**config.mk**
```make
export PLATFORM = sky130hd
export DESIGN_NAME = hazard_scoreboard
export DESIGN_NICKNAME = d
export VERILOG_FILES = /design/src/rtl/pipeline_pkg.sv /design/src/rtl/sb_entry.sv /design/src/rtl/hazard_scoreboard.sv
export SDC_FILE = /design/constraint.sdc
export NUM_CORES = 1
export LEC_CHECK = 0
export ABC_AREA = 0
export ABC_CLOCK_PERIOD_IN_PS = 4720
export BUFFER_PORTS_ARGS = -buffer_cell sky130_fd_sc_hd__buf_2
export CORE_UTILIZATION = 35
export CTS_BUF_LIST = sky130_fd_sc_hd__clkbuf_8
export CTS_CLUSTER_DIAMETER = 80
export DETAILED_ROUTE_END_ITERATION = 12
export GPL_ROUTABILITY_DRIVEN = 0
export SYNTH_ARGS = -nofsm -noshare
export SYNTH_HDL_FRONTEND = slang
export SYNTH_HIERARCHICAL = 1
export SYNTH_SLANG_ARGS = --single-unit
```
**constraint.sdc**
```tcl
create_clock -name clk -period 4.72 [get_ports clk]
set_input_delay 0.236 -clock clk [delete_from_list [all_inputs] [get_ports clk]]
set_output_delay 0.236 -clock clk [all_outputs]
set_load 0.1 [all_outputs]
```
**src/rtl/pipeline_pkg.sv**
```systemverilog
// Shared pipeline constants and latency classes for the ID-stage hazard logic.
// No logic of its own; latency helper is purely combinational.
package pipeline_pkg;

    localparam int REG_W    = 5;
    localparam int NREG     = 32;
    localparam int ZERO_REG = 31;
    localparam int LOAD_LAT = 1;
    localparam int MUL_LAT  = 3;
    localparam int CW       = 2;

    typedef enum logic [1:0] {
        LAT_ALU,
        LAT_LOAD,
        LAT_MUL
    } lat_class_t;

    // Cycles a result must still wait before the bypass network can forward it.
    function automatic logic [CW-1:0] lat_cycles(input lat_class_t cls);
        case (cls)
            LAT_MUL:  lat_cycles = CW'(MUL_LAT);
            LAT_LOAD: lat_cycles = CW'(LOAD_LAT);
            default:  lat_cycles = '0;
        endcase
    endfunction

endpackage

```
**src/rtl/sb_entry.sv**
```systemverilog
// Saturating down-counter for one scoreboard slot, with a load that overrides the decrement.
// Latency: 1 cycle from load to count; no backpressure, updates every clock.
module sb_entry
    import pipeline_pkg::*;
(
    input  logic          clk,
    input  logic          rst,
    input  logic          load,
    input  logic [CW-1:0] load_val,
    output logic [CW-1:0] cnt
);

    always_ff @(posedge clk or posedge rst) begin
        if (rst) begin
            cnt <= '0;
        end else if (load) begin
            cnt <= load_val;
        end else if (cnt != '0) begin
            cnt <= cnt - 1'b1;
        end
    end

endmodule

```
**src/rtl/hazard_scoreboard.sv**
```systemverilog
// ID-stage scoreboard: stalls on load-use, multiply RAW, WAW ordering and multiplier occupancy.
// Latency: stall/issue are combinational from state and ID inputs; stall holds PC/IF-ID and bubbles ID/EX.
module hazard_scoreboard
    import pipeline_pkg::*;
(
    input  logic             clk,
    input  logic             rst,
    input  logic             id_valid,
    input  logic [REG_W-1:0] id_rs,
    input  logic [REG_W-1:0] id_rt,
    input  logic             id_use_rs,
    input  logic             id_use_rt,
    input  logic [REG_W-1:0] id_rd,
    input  logic             id_reg_write,
    input  logic             id_mem_read,
    input  logic             id_is_mul,
    input  logic             flush,
    output logic             stall,
    output logic             issue,
    output logic             mul_busy,
    output logic [NREG-1:0]  pending_mask
);

    logic [CW-1:0] cnt [NREG];
    logic [CW-1:0] mul_cnt;
    logic [CW-1:0] new_lat;
    lat_class_t    lat_class;
    logic          raw_a, raw_b, waw, struct_haz, rd_tracked;

    always_comb begin
        lat_class = LAT_ALU;
        if (id_is_mul)        lat_class = LAT_MUL;
        else if (id_mem_read) lat_class = LAT_LOAD;
    end

    assign new_lat    = lat_cycles(lat_class);
    assign rd_tracked = id_reg_write && (id_rd != REG_W'(ZERO_REG));

    assign raw_a      = id_use_rs && (id_rs != REG_W'(ZERO_REG)) && (cnt[id_rs] != '0);
    assign raw_b      = id_use_rt && (id_rt != REG_W'(ZERO_REG)) && (cnt[id_rt] != '0);
    // An older write still in flight longer than ours would land after it.
    assign waw        = rd_tracked && (cnt[id_rd] > new_lat);
    assign struct_haz = id_is_mul && (mul_cnt != '0);

    // Reset masks the outputs so a half-reset pipeline never advances.
    assign stall = !rst && id_valid && !flush && (raw_a | raw_b | waw | struct_haz);
    assign issue = !rst && id_valid && !flush && !stall;

    for (genvar r = 0; r < NREG; r++) begin : g_reg
        sb_entry u_entry (
            .clk      (clk),
            .rst      (rst),
            .load     (issue && rd_tracked && (id_rd == REG_W'(r))),
            .load_val (new_lat),
            .cnt      (cnt[r])
        );
        assign pending_mask[r] = (cnt[r] != '0);
    end

    sb_entry u_mul (
        .clk      (clk),
        .rst      (rst),
        .load     (issue && id_is_mul),
        .load_val (CW'(MUL_LAT)),
        .cnt      (mul_cnt)
    );

    assign mul_busy = (mul_cnt != '0);

endmodule

```
==> results of run 1 <==
report_power, final:
| part | total [µW] | internal, µW | switching (µW) |
|---|---|---|---|
| sequential | 1370 | 884 | 488 |
| clock | 406 | 191 | 215 |
| combinational | 3310 | 1240 | 2060 |
final timing paths:
check | end | slack, ps | cells past startpoint
max in group asynchronous | g_reg[22].u_entry/cnt[0]$_DFFE_PP0P_ | 4520 | 3
max | issue | 390 | 11
min in group clk | u_mul/cnt[0]$_DFFE_PP0P_ | 380 | 6
min | g_reg[2].u_entry/cnt[0]$_DFFE_PP0P_ | 50 | 3
min reg2reg | u_mul/cnt[0]$_DFFE_PP0P_ | 610 | 2
max reg2reg | g_reg[21].u_entry/cnt[0]$_DFFE_PP0P_ | 850 | 11
kinds of logic after synthesis:
logic type,Yosys count
adders and majority gates,35
AOI/OAI and AO/OA,93
xor gates and xnor gates,33
and+or+nand+nor,259
other,2
DFF,66
muxes,32
buffers and inverters,147
layout make-up:
| type | count | area [µm²] | share of cell area |
|---|---|---|---|
| multi-input cells | 458 | 3920 | 0.569 |
| flip-flops and latches | 66 | 1650 | 0.240 |
| inverters | 128 | 480 | 0.0698 |
| repair buffers | 73 | 403 | 0.0585 |
| well taps | 225 | 282 | 0.0409 |
| clock buffers | 10 | 138 | 0.0200 |
| clock inverters | 4 | 15.0 | 0.00218 |
through the flow:
step | cells | hold WS, ps | worst slack (ps)
final | 964 | 47.1 | 393
after detailed placement | 950 | 445 | 450
after global routing | 964 | 73.4 | 201
after CTS | 964 | 37.7 | 362
after global placement | 950 | 441 | 513
after floorplan | 671 | -22.8 | 597
sequential cells by signal (all words and copies together) (netlist names):
register / flops
g.u_entry/cnt: 64
u_mul/cnt: 2
worst reg2reg max path, cell delays in order (launching register included):
cell and delay, ps:
dfrtp_1 490, mux4_2 490, mux4_2 480, mux2_2 280
ha_1 280, nor2b_1 130, o211ai_1 150, o2bb2ai_1 220
nor3_1 220, nand3_1 210, nor3_1 590, o21ai_0 180
placed cells by master (no fill, tap or decap), types with 10 or more instances in the layout:
| cell type | count |
|---|---|
| buf_4 | 15 |
| nor3_1 | 35 |
| ha_1 | 35 |
| o21ai_0 | 35 |
| nor2_1 | 32 |
| xor2_1 | 33 |
| nand2_1 | 75 |
| nor2b_1 | 35 |
| dfrtp_1 | 66 |
| mux4_2 | 24 |
| nor2b_4 | 33 |
| clkbuf_8 | 10 |
| inv_1 | 132 |
| buf_2 | 58 |
| o31ai_2 | 33 |
per-layer routing:
metal	share of wire	wire length, µm	up-vias
met2	0.46	7460	166
met4	0.014	229	2
met1	0.46	7510	2437
met5	0.00079	13	-
met3	0.072	1170	21
li1	-	-	2374
==> flow_summary.yaml, run 1 <==
place:
  placed_area_um2: 6730
  hpwlAfterDp_um: 12400
  io_buffers: 58
run_status:
  status: "completed"
synthesis:
  synth_compound_gate_area_share: 0.141
  synth_top_cells_by_count: "inv_1, nand2_1, dfrtp_1"
  yosysMostFrequentCell: "inv_1"
  synth_edf_count: 0
  synth-simple-area-share: 0.258
  synth.mux.area_fraction: 0.116
  synth_top_area_frac: 0.269
  ys_seq_elements: 66
  netlist_top_cells_area: "dfrtp_1, mux4_2, inv_1"
  syn_area_um2: 6130
  yosysSeqAreaShare: 0.269
  synth.avg_cell_area_um2: 9.19
  synthAdderAreaFrac: 0.0714
  synth-xor-area-share: 0.0472
  synthArstFlopShare: 1.00
  synth.distinct_cells: 57
  synth_ff_type: "dfrtp_1"
  yosysWarnings: 6
  synthCells: 667
  yosysTopAreaCell: "dfrtp_1"
  synth_top_family_by_area: "simple AND/OR/NAND/NOR gates"
final_layout:
  final_util: 0.401
  post-route-cell-area_um2: 6890
  drive_above_1_share: 0.264
  nFillCells: 1765
  n_antenna_cell: 0
  nets: 795
  syn2layout_area_growth_pct: 12.3
timing:
  tns_ps: 0
  post-route-period-util: 0.917
  timing.slew.headroom: 0.584
  setup_viol: 0
  fmaxAchievable_mhz: 231
  skew_ps: 6.23
  hold_viol: 0
  timing_max_transition_violations_final: 0
  rsz0062_at_grt: "no"
  finalCriticalPeriod_ps: 4330
  tightest_slew_ps: 619
setup_path:
  worst_r2r_startpoint: "g_reg[2].u_entry/cnt[1]$_DFFE_PP0P_"
  crit_required_ps: 4480
  worst-setup-path-type: "register to output pin"
  critPathBufInv: 1
  crit_path_start_kind: "register"
  cp_max_fo: 14
  crit_path_max_incr_delay_ps: 490
  crit_top_cell: "mux4_2"
  slowest_stage: "dfrtp_1"
  arrival_ps: 4090
  crit_family: "multiplexers"
  crit_path_cell_trace: "mux4_2, mux4_2, mux2_2, ha_1, nor2b_1, o211ai_1, o2bb2ai_1, a41oi_4, o211ai_4, nor4b_4, buf_2"
  crit_start: "g_reg[2].u_entry/cnt[1]$_DFFE_PP0P_"
  critPathCaptureType: "output pin"
floorplan:
  num_rows: 48
  core-area_um2: 17200
  dieWidth_um: 134
  initial_core_util: 0.357
  io_pins: 59
  die_h_um: 134
  dieArea_um2: 18000
cts:
  cts_root_buf: "clkbuf_8"
  cts_resized: 0
  cts_max_path_buffers: 2
  cts.htree.levels: 3
  tritoncts: "built"
  clk_pin_slew_worst_paths_ps: 70
  numClockSinks: 66
  hold_buffers: 0
  post-cts-setup-buffers: 0
  insertion_delay_ps: 370
  cts_made_buffers: 9
global_route:
  use_met3: 0.0457
  busiest_layer: "met2"
  track_usage: 0.193
  grt_max_degree: 36
  use_met1: 0.269
  grt_first_pass_wirelength_um: 26300
  antenna_found_initial: 1
  grt_pass1_vias: 4691
  grt.overflow.total: 0
  use_met2: 0.296
pwr:
  p_leak_uw: 0.00312
  power_density_nw_per_um2: 739
  peakVddDrop_uv: 398
  p_total_uw: 5090
route:
  first_pass_iters: 5
  drc: 0
  viasPerCell: 5.19
  num_vias: 5000
  wl_um: 16400
  wl_per_cell_um: 17.0
  drtIter0Drc: 290
  drtAntennaViolNets: 0
flow_run:
  timing.max_cap.violations: 0
hold_path:
  min_path_type: "input port to async pin"
Power figures use the tool's default switching activity.
==> inputs of run 2 (changes only) <==
Settings changed: PLACE_DENSITY_LB_ADDON set to 0.12.
==> flow_summary.yaml, run 2 (synthesized netlist as in run 1, its figures left out) <==
cts:
  cts_root_buf: "clkbuf_8"
  tritoncts: "built"
  cts_resized: 0
  insertion_delay_ps: 370
  post-cts-setup-buffers: 0
  clk_pin_slew_worst_paths_ps: 70
  cts_made_buffers: 9
  hold_buffers: 0
  numClockSinks: 66
  cts.htree.levels: 3
  cts_max_path_buffers: 2
setup_path:
  crit_path_start_kind: "register"
  crit_top_cell: "mux4_2"
  slowest_stage: "mux4_2"
  reg2reg_setup_slack_ps: 620
  rr_worst_depth: 13
  crit_path_max_incr_delay_ps: 510
  worst_r2r_startpoint: "g_reg[18].u_entry/cnt[1]$_DFFE_PP0P_"
  worst-setup-path-type: "register to output pin"
  critPathCaptureType: "output pin"
  rr_endpoint: "g_reg[20].u_entry/cnt[1]$_DFFE_PP0P_"
  arrival_ps: 4130
  cp_max_fo: 14
  crit_required_ps: 4480
  crit_path_cell_trace: "mux4_2, mux4_2, mux2_2, ha_1, nor2b_1, o211ai_1, o2bb2ai_1, a41oi_4, o211ai_4, nor4b_4, buf_2"
final_layout:
  most-common-layout-cells: "inv_1, nand2_1, dfrtp_1, buf_2"
  top_regs: "g.u_entry/cnt x64, u_mul/cnt x2"
  final-seq-area_um2: 1650
  multi_input_area_um2: 3920
  layout_commonest_cell: "inv_1"
  post-route-cell-area_um2: 6900
  drive_above_1_share: 0.267
  syn2layout_area_growth_pct: 12.6
  regMostFlops: "g.u_entry/cnt"
  largest_reg_flops: 64
  nFillCells: 1785
  final_cells: 965
  nets: 796
route:
  wl_per_cell_um: 18.8
  first_pass_iters: 9
  drc: 2
  drtAntennaViolNets: 0
  drtIter0Drc: 352
  num_vias: 5132
  viasPerCell: 5.32
  wl_um: 18100
timing:
  finalCriticalPeriod_ps: 4360
  hold_viol: 0
  fmaxAchievable_mhz: 229
  skew_ps: 10.3
  timing_max_transition_violations_final: 0
  setup_viol: 0
  tightest_slew_ps: 665
  rsz0062_at_grt: "no"
  timing.slew.headroom: 0.554
  hold_ws_ps: 58.0
  tns_ps: 0
  post-route-period-util: 0.924
global_route:
  grt_max_degree: 36
  grt_first_pass_wirelength_um: 28800
  antenna_found_initial: 0
  grt.overflow.total: 0
  grt_pass1_vias: 5206
  track_usage: 0.213
floorplan:
  dieArea_um2: 18000
  initial_core_util: 0.357
  num_rows: 48
  dieWidth_um: 134
  io_pins: 59
  core-area_um2: 17200
  die_h_um: 134
hold_path:
  min_path_type: "input port to async pin"
run_status:
  violations: "DRC"
  status: "finished with violations"
flow_run:
  timing.max_cap.violations: 0
pwr:
  power_density_nw_per_um2: 748
  peakVddDrop_uv: 536
  p_leak_uw: 0.00312
  p_total_uw: 5160
place:
  placed_area_um2: 6740
  io_buffers: 58
  hpwlAfterDp_um: 13600
  place_inst: 951
## run 2: worst max path at each step
stage | startpoint | end | slack, ps | cells past startpoint
finish | g_reg[18].u_entry/cnt[1]$_DFFE_PP0P_ | issue | 360 | 11
global route | g_reg[0].u_entry/cnt[1]$_DFFE_PP0P_ | issue | 190 | 11
CTS | g_reg[2].u_entry/cnt[1]$_DFFE_PP0P_ | issue | 370 | 11
detailed placement | id_rd[0] | g_reg[20].u_entry/cnt[1]$_DFFE_PP0P_ | 340 | 14
global placement | id_rd[0] | g_reg[20].u_entry/cnt[1]$_DFFE_PP0P_ | 470 | 14
floorplan | id_rd[0] | issue | 600 | 11
## run 2: cell type report
type	count	area share
antenna	1	0.000363
clock buffer	11	0.0219
clock inverter	2	0.00109
inverter	128	0.0696
multi-input combinational	458	0.568
sequential	66	0.239
tap	225	0.0408
timing repair buffer	74	0.0595
## run 2: per-stage QoR
stage	util	worst slack, ps
2_1_floorplan	-	597
3_3_place_gp	0.392	468
3_5_place_dp	0.392	343
4_1_cts	0.402	365
5_1_grt	0.402	191
6_report	0.402	357
## run 2: per-layer routing
metal / global-route usage / vias to the layer above / routed length, µm
li1: - / 2387 / -
met1: 0.284 / 2571 / 8400
met2: 0.338 / 140 / 8320
met3: 0.0431 / 34 / 915
met4: 0.0805 / 0 / 463
met5: 0 / - / 0
## run 2: worst max-delay path, delay by kind of cell (launching register included)
family	cells	cell delay (ps)
buffers and inverters	1	460
muxes	3	1270
AOI/OAI and AO/OA	4	850
adders and majority gates	1	290
and+or+nand+nor	2	390
DFF	1	490
## run 2: report_power, final
part	switching, µW	internal [µW]	total [µW]
clock	218	207	425
sequential	496	884	1380
combinational	2110	1250	3360
total	2820	2340	5160
